**src/rtl/pipeline_step_controller_pkg.sv**
```systemverilog
// -----------------------------------------------------------------------------
// pipeline_step_controller_pkg
// Shared definitions for the pipeline step controller and its helpers:
// sequencer state encoding and default widths.
// -----------------------------------------------------------------------------
package pipeline_step_controller_pkg;

  localparam int unsigned BITS_REGS_DEF = 5;
  localparam int unsigned BITS_CNT_DEF  = 32;

  typedef enum logic [1:0] {
    IDLE   = 2'd0,
    RUN    = 2'd1,
    DRAIN  = 2'd2,
    HALTED = 2'd3
  } state_t;

endpackage

```
**src/rtl/pipeline_step_controller_hazard.sv**
```systemverilog
// -----------------------------------------------------------------------------
// pipeline_hazard_detect
// Combinational load-use compare between the load in ID/EX and the source
// registers of the instruction being decoded. Register 0 never hazards.
// Ports:
//   i_idex_mem_read  load present in ID/EX
//   i_idex_rt        load destination register
//   i_ifid_rs/rt     source registers of the decoding instruction
//   o_load_use       1 when the decoding instruction must wait one cycle
// -----------------------------------------------------------------------------
module pipeline_hazard_detect
  import pipeline_step_controller_pkg::*;
#(
  parameter int unsigned BITS_REGS = BITS_REGS_DEF
) (
  input  logic                 i_idex_mem_read,
  input  logic [BITS_REGS-1:0] i_idex_rt,
  input  logic [BITS_REGS-1:0] i_ifid_rs,
  input  logic [BITS_REGS-1:0] i_ifid_rt,
  output logic                 o_load_use
);

  always_comb begin
    o_load_use = i_idex_mem_read && (i_idex_rt != '0) &&
                 ((i_idex_rt == i_ifid_rs) || (i_idex_rt == i_ifid_rt));
  end

endmodule

```
**src/rtl/pipeline_step_controller.sv**
```systemverilog
// -----------------------------------------------------------------------------
// pipeline_step_controller
// Central sequencer for the IF/ID, ID/EX, EX/MEM and MEM/WB latches.
// Generates per-cycle step/flush strobes (zero latency), supports continuous
// and debug single-step execution, stalls on load-use, squashes on taken
// branch and drains the pipeline on HALT.
// Ports:
//   i_clk, i_reset (async, active low)
//   i_start, i_mode_continuous, i_step_req, i_clear   run control
//   i_idex_mem_read, i_idex_rt, i_ifid_rs, i_ifid_rt   load-use inputs
//   i_branch_taken, i_halt_id, i_halt_wb                flow control
//   o_pc_en, o_*_step, o_*_flush                        latch strobes
//   o_running, o_halted                                 status
//   o_cycle_count, o_stall_count                        saturating counters
// -----------------------------------------------------------------------------
module pipeline_step_controller
  import pipeline_step_controller_pkg::*;
#(
  parameter int unsigned BITS_REGS = BITS_REGS_DEF,
  parameter int unsigned BITS_CNT  = BITS_CNT_DEF
) (
  input  logic                 i_clk,
  input  logic                 i_reset,
  input  logic                 i_start,
  input  logic                 i_mode_continuous,
  input  logic                 i_step_req,
  input  logic                 i_clear,
  input  logic                 i_idex_mem_read,
  input  logic [BITS_REGS-1:0] i_idex_rt,
  input  logic [BITS_REGS-1:0] i_ifid_rs,
  input  logic [BITS_REGS-1:0] i_ifid_rt,
  input  logic                 i_branch_taken,
  input  logic                 i_halt_id,
  input  logic                 i_halt_wb,
  output logic                 o_pc_en,
  output logic                 o_ifid_step,
  output logic                 o_ifid_flush,
  output logic                 o_idex_step,
  output logic                 o_idex_flush,
  output logic                 o_exmem_step,
  output logic                 o_memwb_step,
  output logic                 o_running,
  output logic                 o_halted,
  output logic [BITS_CNT-1:0]  o_cycle_count,
  output logic [BITS_CNT-1:0]  o_stall_count
);

  state_t              r_state, w_state_nxt;
  logic                r_mode;
  logic                r_step_prev;
  logic [BITS_CNT-1:0] r_cycle_cnt, r_stall_cnt;

  logic w_load_use, w_step_pulse, w_active, w_adv, w_in_run, w_stall_inc;

  pipeline_hazard_detect #(
    .BITS_REGS(BITS_REGS)
  ) u_hazard (
    .i_idex_mem_read(i_idex_mem_read),
    .i_idex_rt      (i_idex_rt),
    .i_ifid_rs      (i_ifid_rs),
    .i_ifid_rt      (i_ifid_rt),
    .o_load_use     (w_load_use)
  );

  always_comb begin
    w_step_pulse = i_step_req && !r_step_prev;
    w_in_run     = (r_state == RUN);
    w_active     = (r_state == RUN) || (r_state == DRAIN);
    w_adv        = w_active && (r_mode || w_step_pulse);
  end

  always_comb begin
    w_state_nxt  = r_state;
    w_stall_inc  = 1'b0;
    o_pc_en      = 1'b0;
    o_ifid_step  = 1'b0;
    o_ifid_flush = 1'b0;
    o_idex_step  = 1'b0;
    o_idex_flush = 1'b0;
    o_exmem_step = 1'b0;
    o_memwb_step = 1'b0;
    case (r_state)
      IDLE: if (i_start) w_state_nxt = RUN;
      RUN, DRAIN: begin
        if (w_adv) begin
          // DRAIN reuses the RUN priority chain with PC frozen and IF/ID
          // always flushed, since anything fetched after HALT is discarded.
          o_exmem_step = 1'b1;
          o_memwb_step = 1'b1;
          if (i_branch_taken) begin
            o_pc_en      = w_in_run;
            o_ifid_flush = 1'b1;
            o_idex_flush = 1'b1;
          end else if (w_load_use) begin
            o_ifid_flush = !w_in_run;
            o_idex_flush = 1'b1;
            w_stall_inc  = 1'b1;
          end else begin
            o_pc_en      = w_in_run;
            o_ifid_step  = w_in_run;
            o_ifid_flush = !w_in_run;
            o_idex_step  = 1'b1;
          end
          if (i_halt_wb) begin
            w_state_nxt = HALTED;
          end else if (w_in_run && i_halt_id && !i_branch_taken) begin
            w_state_nxt = DRAIN;
          end
        end
      end
      HALTED: if (i_clear) w_state_nxt = IDLE;
      default: w_state_nxt = IDLE;
    endcase
  end

  always_ff @(posedge i_clk or negedge i_reset) begin
    if (!i_reset) begin
      r_state     <= IDLE;
      r_mode      <= 1'b0;
      r_step_prev <= 1'b0;
      r_cycle_cnt <= '0;
      r_stall_cnt <= '0;
    end else begin
      r_state     <= w_state_nxt;
      r_step_prev <= i_step_req;
      if (r_state == IDLE && i_start) begin
        r_mode      <= i_mode_continuous;
        r_cycle_cnt <= '0;
        r_stall_cnt <= '0;
      end else if (r_state == HALTED && i_clear) begin
        r_cycle_cnt <= '0;
        r_stall_cnt <= '0;
      end else if (w_adv) begin
        if (r_cycle_cnt != '1) r_cycle_cnt <= r_cycle_cnt + 1'b1;
        if (w_stall_inc && r_stall_cnt != '1) r_stall_cnt <= r_stall_cnt + 1'b1;
      end
    end
  end

  always_comb begin
    o_running     = w_active;
    o_halted      = (r_state == HALTED);
    o_cycle_count = r_cycle_cnt;
    o_stall_count = r_stall_cnt;
  end

endmodule

```
**config.mk**
```make
export PLATFORM = sky130hd
export DESIGN_NAME = pipeline_step_controller
export DESIGN_NICKNAME = d
export VERILOG_FILES = /design/src/rtl/pipeline_step_controller_pkg.sv /design/src/rtl/pipeline_step_controller_hazard.sv /design/src/rtl/pipeline_step_controller.sv
export SDC_FILE = /design/constraint.sdc
export NUM_CORES = 1
export LEC_CHECK = 0
export BUFFER_PORTS_ARGS = -buffer_cell sky130_fd_sc_hd__buf_4
export CAP_MARGIN = 20
export CORE_MARGIN = 2
export CORE_UTILIZATION = 26
export CTS_CLUSTER_SIZE = 20
export DETAILED_ROUTE_END_ITERATION = 8
export HOLD_SLACK_MARGIN = 0.02
export MAX_ROUTING_LAYER = met4
export SLEW_MARGIN = 20
export SYNTH_ARGS = -nofsm -noshare
export SYNTH_HDL_FRONTEND = slang
export SYNTH_SLANG_ARGS = --single-unit
export TNS_END_PERCENT = 100
```
**constraint.sdc**
```tcl
create_clock -name i_clk -period 2.5 [get_ports i_clk]
set_clock_uncertainty 0.15 [all_clocks]
set_input_delay 0.5 -clock i_clk [delete_from_list [all_inputs] [get_ports i_clk]]
set_output_delay 0.5 -clock i_clk [all_outputs]
set_load 0.005 [all_outputs]
```
* Yosys cells after proc, flatten, opt, wreduce, memory -nomap -nowiden *
Index checks and enable logic that the tools add are counted.

operators by class
  $add $sub $neg = 2
  equal/unequal tests = 11
  muxes and demuxes = 37
  reductions and logical operators = 24

operators with widths
  kind                                           count
  two-way mux 32 bit                             8
  adder 32 x 1 -> 32 bit, second input constant  2
  != test 32 bit, second input constant          2
  two-way mux 1 bit                              23
  == test 5 bit                                  2
  two-way mux 2 bit                              5
  logical AND 1 bit                              9
  nonzero test 3 bit                             3
  != test 2 bit, second input constant           3
  case mux 2 bit (3 select lines)                1
  nonzero test 5 bit                             1
  == test 2 bit, second input constant           2
  AND reduction 2 bit                            2
  AND reduction 4 bit                            1
  logical NOT 1 bit                              3
  logical OR 1 bit                               3
  != test 3 bit, second input constant           1
  == test 2 x 1 -> 1 bit, second input constant  1
  logical NOT 2 bit                              1
  OR reduction 2 bit                             1

word-level totals
  register bits after elaboration = 68
  output and inout bits = 73
  logic and storage cells = 79

* Logic depth before layout (Yosys ltp) *
  depth after elaboration = 12
  depth in mapped cells = 9
  gate-level depth less buffers = 8

* Cells and area by module *
Synthesis repeated with hierarchy kept, for this count alone.

second synthesis, totals
  cells, all modules = 473
  area, all modules = 4,181.5 µm²

modules (own cells, without submodules)
  module                    times used  cells each  area an instance (µm²)  sequential area each (µm²)
  pipeline_step_controller  1           456         4,056.4                 1,701.6
  pipeline_hazard_detect    1           17          125.1                   0.0

* Worst setup path before layout *
OpenSTA, ideal clock, no wires.

  kind = register -> register
  start point = register r_state[0]
  end point = register r_stall_cnt[30] (netlist: o_stall_count[30])
  library setup time = 0.078 ns
  data arrival time = 2.035 ns
  path slack = 0.237 ns
  stages on the path, launching flop included = 9
  path buffers = 1
  path through = dfrtp_1 -> inv_1 -> ha_1 -> o21ai_2 -> nor3_2 -> nand2_2 -> buf_4 -> or4_1 -> a21oi_1

on the way
  cells in the longest elaborated chain, start to end = 8
  elaborated cells on any way between the ends = 17
  classes of those cells = eq/ne (3); mux (4); reduce/logical (10)

RTL lines
  item                                                     line                             text
  start: declaration                                       pipeline_step_controller.sv:48   state_t r_state, w_state_nxt;
  start signal: assignment                                 pipeline_step_controller.sv:124  r_state <= w_state_nxt;
  == test 2 x 1 -> 1 bit or == test 2 bit (tied branches)  pipeline_step_controller.sv:68   w_active = (r_state == RUN) || (r_state == DRAIN);
  logical OR 1 bit (*)                                     pipeline_step_controller.sv:68
  named net o_running                                      pipeline_step_controller.sv:42   output logic o_running,
  logical AND 1 bit (*)                                    pipeline_step_controller.sv:69   w_adv = w_active && (r_mode || w_step_pulse);
  two-way mux 1 bit                                        pipeline_step_controller.sv:85   if (w_adv) begin
  two-way mux 1 bit                                        pipeline_step_controller.sv:82   case (r_state)
  logical AND 1 bit                                        pipeline_step_controller.sv:135  if (w_stall_inc && r_stall_cnt != '1) r_stall_cnt <= r_stall_cnt + 1'b1;
  nonzero test 3 bit (no line)                             n/a
  AND reduction 2 bit (no line) (*)                        n/a
  end signal: assignment                                   pipeline_step_controller.sv:135
  end: declaration                                         pipeline_step_controller.sv:51   logic [BITS_CNT-1:0] r_cycle_cnt, r_stall_cnt;

The timed path passes the listed nets; every way through them passes the cells marked *.
A chain may end at the register's enable or synchronous reset.

* Final worst setup path *
  start point = input port i_idex_rt[0]
  end point = output port o_idex_step

on the way
  cells in the longest elaborated chain, start to end = 7
  elaborated cells on any way between the ends = 10
  classes of those cells = eq/ne (2); mux (4); reduce/logical (4)

RTL lines
  item                                                   line                                                                          text
  start: declaration                                     pipeline_step_controller.sv:29                                                input logic [BITS_REGS-1:0] i_idex_rt,
  == test 5 bit or nonzero test 5 bit (tied branches)    pipeline_step_controller_hazard.sv:25, pipeline_step_controller_hazard.sv:24
  logical OR 1 bit or logical AND 1 bit (tied branches)  pipeline_step_controller_hazard.sv:25, pipeline_step_controller_hazard.sv:24
  logical AND 1 bit (*)                                  pipeline_step_controller_hazard.sv:24                                         o_load_use = i_idex_mem_read && (i_idex_rt != '0) &&
  two-way mux 1 bit (*)                                  pipeline_step_controller.sv:94                                                end else if (w_load_use) begin
  two-way mux 1 bit (*)                                  pipeline_step_controller.sv:90                                                if (i_branch_taken) begin
  two-way mux 1 bit (*)                                  pipeline_step_controller.sv:85
  two-way mux 1 bit (*)                                  pipeline_step_controller.sv:82
  end: declaration                                       pipeline_step_controller.sv:38                                                output logic o_idex_step,

Every way passes the cells marked *; elsewhere a longest branch is shown, timed or not.

==> results.ini <==
[run_status]
run_status=complete, no violations

[yosys]
syn_nets=490
synth.avg_cell_area_um2=8.88
synth_top_family_by_area=simple AND/OR/NAND/NOR gates
synth_cells=460
ys_ff_latch=68
synth_compound_area_share_pct=12.4
synth.mux.area_fraction_pct=0.521
synth_fa_ha_area_share_pct=1.53
synth_xor_area_share_pct=7.29
async_flop_share_pct=100
synth_simple_gate_area_share_pct=33.0
synth_sequential_area_ratio_pct=41.7
synth_area_um2=4080
yosys_warnings=0
synth_edf_count=0
ys_types=59
ys.flop_type=dfrtp_1

[floorplanning]
die_y_um=129
die_area_um2=16700
core_um2=15300
start_util_pct=26.8
io_pins=98
num_rows=45
chipWidth_um=129

[timing]
hold_viol=0
rsz0062_at_grt=yes
post-route-period-util_pct=98.5
final.min_clock_period_ps=2460
worstMarginPinSlew_ps=469
relSlewSlack_pct=68.5
drv_slew=0
holdWs_ps=125
setup_viol=0
clock.fmax_ghz=0.406

[hold_path]
hp-class=input pin to flop

[cts]
clock_sinks=68
clk_latency_ps=340
cts_tree=done
cts_made_buffers=9
clk_path_buf_depth=2
clk_pin_slew_ps=60
h-tree-depth=3
root_buffer=clkbuf_16

[power_and_ir_drop]
power_frac_comb_pct=35.8
p_int_w=0.00252
p_sw_w=0.00131
leakage_nw=2.48
ir_worst_vdd_mv=0.370
power_density_nw_per_um2=667
sw_frac_of_total_pct=34.2
clockPowerShare_pct=33.0
total_power_w=0.00382
power_frac_seq_pct=31.2

[setup_path]
crit_arrival_ps=1810
cp_slowest_cell=or4_4
crit_top_cell=buf_4
critPathMaxFanout=3
setup.worst_path.class=input pin to primary output
required_ps=1850
critPathCaptureType=primary output
critical-path-max-stage-delay_ps=540
critPathLaunchType=input pin
crit_chain=buf_4 > or4_4 > o21ai_4 > nor2b_2 > buf_4 > nor3_1 > buf_4

[layout]
register_area_um2=1700
num_antenna_cells=0
multi_input_area_um2=2350
synthToLayoutAreaGrowth_pct=40.2
final_cell_mix=127 x buf_4, 68 x dfrtp_1, 43 x nand2_1
n_fill_cell=1515
layout.nets=614
layout_commonest_cell=buf_4
drive_gt1_share_pct=31.8

[global_routing]
grt_pass1_vias=3902
antenna_found_initial=0
grt_max_degree=50
grt_pass1_wl_um=19800
grt_util_all_layers_pct=15.5
grt_overflow_total=0

[routing]
detail_route.vias_per_cell=5.14
wl_um=12700
dr.pass1.iters=7
drcViolationCount=0
ant_nets=0
drtIter0Drc=252
avgRoutedWirePerCell_um=16.0
via_count=4110

[run]
cap_viol_max_count=0

[placed_design]
place_hpwl_um=8960
gp_congestion=0.870
numPortBuffers=97

[state kept, by name, indices dropped and copies added (netlist names)]
name / cells
o_stall_count: 32
o_cycle_count: 32
r_step_prev: 1
r_mode: 1
r_state: 2
[critical path: cells and delay by family]
family / cells / cell delay, ps
buffers and inverters: 3 / 410
AO/OA/AOI/OAI: 1 / 160
AND/OR/NAND/NOR: 3 / 750
[kinds of logic after synthesis]
group | after synthesis
mux | 2
flops | 68
simple gates | 235
xor+xnor | 34
compound gates | 86
buf+inv | 30
fa+ha+maj | 5
[power groups by stage]
stage	sequential [W]	combinational (W)	clock, W
after floorplan	0.00121	0.000619	0
after global placement	0.00120	0.00124	0
after detailed placement	0.00121	0.00125	0
after CTS	0.00119	0.00127	0.00130
after global routing	0.00120	0.00151	0.00135
final	0.00119	0.00137	0.00126
[synthesized netlist by cell type, types with 3 or more instances]
cell / n / area [µm²]
o31ai_1: 10 / 75.1
or3_1: 21 / 131
a21oi_1: 32 / 160
nand2_1: 44 / 165
inv_1: 8 / 30.0
o211ai_1: 4 / 30.0
nor4b_1: 3 / 26.3
nand4_1: 26 / 163
nor4_1: 8 / 50.1
buf_2: 8 / 40.0
and2_1: 3 / 18.8
buf_4: 4 / 30.0
nor3_1: 5 / 25.0
o21ai_0: 28 / 140
or4_1: 18 / 135
nor2_1: 37 / 139
dfrtp_1: 68 / 1700
ha_1: 5 / 62.6
xor2_1: 13 / 114
and3_1: 17 / 106
and4_1: 4 / 35.0
xnor2_1: 21 / 184
clkbuf_1: 8 / 30.0
nand3_1: 26 / 130
[cell type report]
| type | instances | area share, % |
|---|---|---|
| repair buffers | 134 | 19.0 |
| inverters | 9 | 0.612 |
| well taps | 211 | 4.61 |
| clock buffers | 13 | 4.37 |
| clock inverters | 2 | 0.612 |
| flip-flops and latches | 68 | 29.7 |
| multi-input cells | 362 | 41.0 |
[final timing paths]
kind,startpoint,slack (ps),cells past startpoint,end
max,i_idex_rt[0],40,7,o_idex_step
min,i_step_req,130,1,r_step_prev
max reg2reg,r_state[0],120,9,o_stall_count[12]
min reg2reg,o_cycle_count[9],420,2,o_cycle_count[9]
max in group asynchronous,i_reset,1130,3,o_stall_count[24]
min in group asynchronous,i_reset,500,2,o_stall_count[27]
[layer usage]
metal	share of wire [%]	GRT usage, %	routed length [µm]
met3	5.8	3.39	744
met2	46	22.9	5840
met4	1.8	6.33	226
met1	47	20.7	5940
met5	0	-	0
[through the flow]
stage	worst slack [ps]	setup TNS, ps	cells	area, µm²	utilization (%)
final	38.7	0	799	5730	37.5
after global routing	-33.8	-55.0	799	5730	37.5
after CTS	1.87	0	793	5520	36.2
after detailed placement	-84.7	-404	777	5220	34.2
after global placement	6.03	0	777	5220	34.2
after floorplan	237	0	460	4080	-
[what timing repair did]
action	4_1_cts	5_1_grt
cloned	0	3
endpoints found under the setup margin	11	16
hold buffers	1	0
gates resized for setup	2	24
pin swaps	1	7
hold endpoints to repair	31	0
buffers inserted	0	3
No activity file was read; power rests on OpenSTA's default activity.
